<file path="src/rtl/gesture_match_engine.sv">
// Nearest-template search: loads the test vector from SRAM, scores every enabled class
// by squared-Euclidean distance and reports the closest class with a threshold reject.
//
// state  | meaning
// IDLE   | waiting for i_start
// LOAD   | reading test vector points into the local register file
// SCAN   | streaming one class template through the distance accumulator
// CMP    | compare accumulator with best, pick next enabled class
// DONE   | o_valid strobe, result registers updated
module gesture_match_engine #(
    parameter  int NPTS        = 16,
    parameter  int COORD_W     = 8,
    parameter  int NCLASS      = 26,
    parameter  int ADDR_W      = 20,
    parameter  int CLASS_SHIFT = 10,
    parameter  int TEST_BASE   = 26 * 1024,
    localparam int DIST_W      = 2 * COORD_W + 2 + $clog2(NPTS)
) (
    input  logic                 i_clk,
    input  logic                 i_rst,
    input  logic                 i_start,
    input  logic                 i_abort,
    input  logic [NCLASS-1:0]    i_class_en,
    input  logic [DIST_W-1:0]    i_threshold,
    output logic                 o_mem_req,
    output logic [ADDR_W-1:0]    o_mem_addr,
    input  logic                 i_mem_wait,
    input  logic [2*COORD_W-1:0] i_mem_rdata,
    output logic                 o_busy,
    output logic                 o_valid,
    output logic [4:0]           o_class,
    output logic [DIST_W-1:0]    o_dist,
    output logic                 o_reject
);
    localparam int PW = $clog2(NPTS);

    typedef enum logic [2:0] {S_IDLE, S_LOAD, S_SCAN, S_CMP, S_DONE} state_t;

    state_t               state;
    logic [PW-1:0]        pt;
    logic [4:0]           cls;
    logic [4:0]           best_cls;
    logic [NCLASS-1:0]    mask_q;
    logic [DIST_W-1:0]    thr_q;
    logic [DIST_W-1:0]    acc;
    logic [DIST_W-1:0]    best;
    logic [COORD_W-1:0]   test_x [NPTS];
    logic [COORD_W-1:0]   test_y [NPTS];

    logic                     rd_done;
    logic                     last_pt;
    logic [COORD_W-1:0]       lib_x;
    logic [COORD_W-1:0]       lib_y;
    logic signed [COORD_W:0]  dx;
    logic signed [COORD_W:0]  dy;
    logic signed [2*COORD_W+1:0] sq_x;
    logic signed [2*COORD_W+1:0] sq_y;
    logic [DIST_W-1:0]        term;
    logic                     nxt_found;
    logic [4:0]               nxt_cls;
    logic                     upd;
    logic [DIST_W-1:0]        cmp_best;
    logic [4:0]               cmp_cls;

    function automatic logic [ADDR_W-1:0] cls_base(input logic [4:0] c);
        return ADDR_W'(c) << CLASS_SHIFT;
    endfunction

    assign rd_done = o_mem_req && !i_mem_wait;
    assign last_pt = (pt == PW'(NPTS - 1));
    assign lib_x   = i_mem_rdata[2*COORD_W-1:COORD_W];
    assign lib_y   = i_mem_rdata[COORD_W-1:0];
    assign o_busy  = (state != S_IDLE);

    always_comb begin
        dx   = $signed({1'b0, lib_x}) - $signed({1'b0, test_x[pt]});
        dy   = $signed({1'b0, lib_y}) - $signed({1'b0, test_y[pt]});
        sq_x = dx * dx;
        sq_y = dy * dy;
        term = DIST_W'($unsigned(sq_x)) + DIST_W'($unsigned(sq_y));
    end

    // Lowest enabled class above the current one (any enabled class when leaving LOAD).
    always_comb begin
        nxt_found = 1'b0;
        nxt_cls   = '0;
        for (int i = NCLASS - 1; i >= 0; i--) begin
            if (mask_q[i] && (state != S_CMP || i > int'(cls))) begin
                nxt_found = 1'b1;
                nxt_cls   = 5'(i);
            end
        end
    end

    // Strict compare keeps the lower class index on ties since classes are visited ascending.
    always_comb begin
        upd      = (acc < best);
        cmp_best = upd ? acc : best;
        cmp_cls  = upd ? cls : best_cls;
    end

    always_ff @(posedge i_clk) begin
        if (state == S_LOAD && rd_done) begin
            test_x[pt] <= lib_x;
            test_y[pt] <= lib_y;
        end
    end

    always_ff @(posedge i_clk or posedge i_rst) begin
        if (i_rst) begin
            state      <= S_IDLE;
            pt         <= '0;
            cls        <= '0;
            best_cls   <= '0;
            mask_q     <= '0;
            thr_q      <= '0;
            acc        <= '0;
            best       <= '0;
            o_mem_req  <= 1'b0;
            o_mem_addr <= '0;
            o_valid    <= 1'b0;
            o_class    <= '0;
            o_dist     <= '0;
            o_reject   <= 1'b0;
        end else begin
            o_valid <= 1'b0;
            if (i_abort && state != S_IDLE && state != S_DONE) begin
                state     <= S_IDLE;
                o_mem_req <= 1'b0;
            end else begin
                case (state)
                    S_IDLE: begin
                        if (i_start && !i_abort) begin
                            mask_q     <= i_class_en;
                            thr_q      <= i_threshold;
                            best       <= '1;
                            best_cls   <= '0;
                            pt         <= '0;
                            o_mem_req  <= 1'b1;
                            o_mem_addr <= ADDR_W'(TEST_BASE);
                            state      <= S_LOAD;
                        end
                    end
                    S_LOAD: begin
                        if (rd_done) begin
                            if (!last_pt) begin
                                pt         <= pt + PW'(1);
                                o_mem_addr <= o_mem_addr + ADDR_W'(1);
                            end else if (nxt_found) begin
                                pt         <= '0;
                                cls        <= nxt_cls;
                                acc        <= '0;
                                o_mem_addr <= cls_base(nxt_cls);
                                state      <= S_SCAN;
                            end else begin
                                o_mem_req <= 1'b0;
                                o_valid   <= 1'b1;
                                o_class   <= best_cls;
                                o_dist    <= best;
                                o_reject  <= 1'b1;
                                state     <= S_DONE;
                            end
                        end
                    end
                    S_SCAN: begin
                        if (rd_done) begin
                            acc <= acc + term;
                            if (last_pt) begin
                                o_mem_req <= 1'b0;
                                state     <= S_CMP;
                            end else begin
                                pt         <= pt + PW'(1);
                                o_mem_addr <= o_mem_addr + ADDR_W'(1);
                            end
                        end
                    end
                    S_CMP: begin
                        best     <= cmp_best;
                        best_cls <= cmp_cls;
                        if (nxt_found) begin
                            pt         <= '0;
                            cls        <= nxt_cls;
                            acc        <= '0;
                            o_mem_req  <= 1'b1;
                            o_mem_addr <= cls_base(nxt_cls);
                            state      <= S_SCAN;
                        end else begin
                            o_valid  <= 1'b1;
                            o_class  <= cmp_cls;
                            o_dist   <= cmp_best;
                            o_reject <= (cmp_best > thr_q);
                            state    <= S_DONE;
                        end
                    end
                    S_DONE: begin
                        state <= S_IDLE;
                    end
                    default: begin
                        state     <= S_IDLE;
                        o_mem_req <= 1'b0;
                    end
                endcase
            end
        end
    end
endmodule

</file>
<file path="config.mk">
export PLATFORM = sky130hd
export DESIGN_NAME = gesture_match_engine
export DESIGN_NICKNAME = d
export VERILOG_FILES = /design/src/rtl/gesture_match_engine.sv
export SDC_FILE = /design/constraint.sdc
export NUM_CORES = 1
export LEC_CHECK = 0
export CELL_PAD_IN_SITES_DETAIL_PLACEMENT = 2
export CELL_PAD_IN_SITES_GLOBAL_PLACEMENT = 2
export CORE_MARGIN = 3
export CORE_UTILIZATION = 46
export DETAILED_ROUTE_END_ITERATION = 7
export PLACE_DENSITY_LB_ADDON = 0.1
export SYNTH_ARGS = -nofsm -noshare
export SYNTH_HDL_FRONTEND = slang
export SYNTH_SLANG_ARGS = --single-unit
</file>
<file path="constraint.sdc">
create_clock -name i_clk -period 18.15 [get_ports i_clk]
set_input_delay 3.63 -clock i_clk [delete_from_list [all_inputs] [get_ports i_clk]]
set_output_delay 3.63 -clock i_clk [all_outputs]
set_load 0.01 [all_outputs]
</file>
==> metrics <==
status=completed; post-cts sizing count=0; Critical Path RT=18.63 ns; GR Util All Layers=30.53%; initial antenna violation count=1; Layout Nets=2,747; Final Hold Viols=0; Routed WL per cell=roughly 29 um; Max Clock Freq=roughly 69 MHz; later-pin clock latency in the skew report=0.62 ns; arrival time worst endpoint=14.97 ns; setup TNS=0 ns; dominant synthesized flop cell=edfxtp_1; Slowest-stage cell, CP=a21oi_1; YS warnings=0; Syn-to-layout area delta=13.84%; maxcap violations=0; # diodes=0; chip width=244.7 um; routed wire length=90,180 um; 1st-pass router iterations=6; die area=59,850 um^2; slew margin rel.=20.20%; GPL Wtd Cong=about 0.82; CTS buffer count=46; Clk pin slew, worst setup/hold paths=~0.070 ns; proportion of layout cells with a drive suffix above 1=11.26%; Hold Buf Count CTS=0; Via-to-Cell Ratio=6.071; antenna-violating nets left=0; Remaining Overflow, GRT=0; CP Max Fanout=17; register area share after synthesis=44.53%; TritonCTS clock tree=yes; post-synthesis net count=2,628; Hold Path Class=reg -> reg; async set or reset register ratio after synthesis=between 30% and 40%; area of the core=55,740 um^2; site row count=86; Worst Setup Path Type=in -> reg; vias=19,210; Worst-Margin Slew=about 1.2 ns; # IOs=120; Mean Syn Cell Area=11.59 um^2; Largest stage delay, worst path=about 0.95 ns; final period utilization=79.84%; Port Buffers=between 100 and 150; first-pass GRT wire length=139,200 um; Slew Viols, Final=0; Syn Std Cell Area=26,200 um^2; final setup violation count=0; clock root buffer=clkbuf_16; Crit. End Element=flop; HPWL after DPL=between 60,000 and 70,000 um; vias in the first global route=21,890; number of flops mapped to enable cells by yosys=around 260; CTS Sinks=415; # DRC=0; initial core utilization=47.00%; Post-Route Skew=0.04950 ns; largest net degree at the start of global routing=63; most used cell, CP=inv_1; Max Buffers Root-to-Sink=3; minimum clock period=~14 ns; unrepaired setup endpoints after global routing=no; Worst Setup Start Kind=input port; Placed Cells=3,079; #FFs+latches synth=415; Chip Height=244.7 um; DRT iter0 DRCs=1,583; synthesized instance count=between 2,000 and 2,500; H-tree depth=2; Post-CTS Setup Bufs=0; Final Non-Filler Cells=around 3,200; Netlist cell types=90
==> state kept, by name (all words and copies together) (netlist names), 4 cells and up <==
name / flops
best: 22
mask_q: 26
test_y: 128
o_mem_addr: 20
o_class: 5
thr_q: 22
acc: 22
pt: 4
best_cls: 5
cls: 5
test_x: 128
o_dist: 22
==> worst max-delay path: cells and delay by family <==
kind	cells	cell delay [ns]
compound gates	13	4.12
xor+xnor	1	0.14
fa+ha+maj	10	4.53
buf+inv	9	1.86
simple gates	4	0.68
==> Yosys cell counts, types with 24 or more instances <==
cell type	instances	area share, %
inv_1	319	4.6
edfxtp_1	256	29
nand2_1	190	2.7
ha_1	166	7.9
dfrtp_1	159	15
a21oi_1	137	2.6
fa_1	133	10
nor2_1	132	1.9
o21ai_0	94	1.8
mux4_2	80	6.9
mux2_2	51	2.2
clkbuf_1	49	0.70
xnor2_1	44	1.5
a21o_1	30	0.86
nor3_1	30	0.57
nand3_1	28	0.53
xor2_1	25	0.84
nand2b_1	24	0.57
==> cell families (layout without fill, tap and decap cells) <==
group | Yosys count | count (layout) | synth area share [%]
buffers and inverters | 404 | 560 | 6.051
adders and majority gates | 300 | 300 | 18.13
and+or+nand+nor | 502 | 502 | 9.079
xor gates and xnor gates | 69 | 69 | 2.307
DFF | 415 | 415 | 44.53
muxes | 136 | 136 | 9.265
AOI/OAI and AO/OA | 434 | 434 | 10.64
==> cell type report <==
class | count | area, um^2
Sequential cell | 415 | 11670
Tap cell | 748 | 935.9
Fill cell | 5450 | 25910
Multi-Input combinational cell | 1441 | 12980
Inverter | 322 | 1214
Clock inverter | 24 | 351.6
Clock buffer | 61 | 1227
Timing Repair Buffer | 153 | 1446
==> metal layers <==
layer / GRT usage [%] / share of wire (%) / vias up
li1: - / - / 8172
met1: 37.29 / 38 / 10160
met2: 54.84 / 52 / 642
met3: 3.681 / 4.7 / 238
met4: 12.73 / 4.4 / 2
met5: 0 / 0.014 / -
==> path summary, 6_finish.rpt <==
path	from	cells after the start	end	slack [ns]
max	i_mem_rdata[0]	37	acc[21]	3.66
min	thr_q[17]	1	thr_q[17]	0.50
max reg2reg	pt[1]	37	acc[21]	5.63
min reg2reg	thr_q[17]	1	thr_q[17]	0.50
max in group asynchronous	i_rst	4	pt[0]	12.71
min in group asynchronous	i_rst	2	thr_q[4]	3.51
==> metrics by stage <==
stage / setup WS (ns) / utilization (%) / hold WS (ns) / area (um^2)
2_1_floorplan: 6.294 / - / 0.4657 / 26200
3_3_place_gp: 4.796 / 50.68 / 0.4871 / 28250
3_5_place_dp: 3.758 / 50.68 / 0.4873 / 28250
4_1_cts: 3.823 / 53.51 / 0.5087 / 29830
5_1_grt: 3.191 / 53.51 / 0.5249 / 29830
6_report: 3.660 / 53.51 / 0.5015 / 29830
==> placed cells by master, fill, tap and decap left out, types with 17 or more instances in the layout <==
| master | n |
|---|---|
| inv_1 | 318 |
| edfxtp_1 | 256 |
| nand2_1 | 190 |
| ha_1 | 166 |
| dfrtp_1 | 157 |
| a21oi_1 | 137 |
| fa_1 | 133 |
| nor2_1 | 132 |
| clkdlybuf4s50_1 | 119 |
| o21ai_0 | 94 |
| mux4_2 | 80 |
| mux2_2 | 51 |
| clkbuf_16 | 46 |
| xnor2_1 | 44 |
| buf_4 | 34 |
| a21o_1 | 30 |
| nand3_1 | 27 |
| nor3_1 | 26 |
| xor2_1 | 25 |
| nand2b_1 | 24 |
| a22oi_1 | 20 |
| a31oi_1 | 17 |
Power is not shown: default switching activity piles up to over one toggle a cycle in this logic, so the estimate is an artifact.
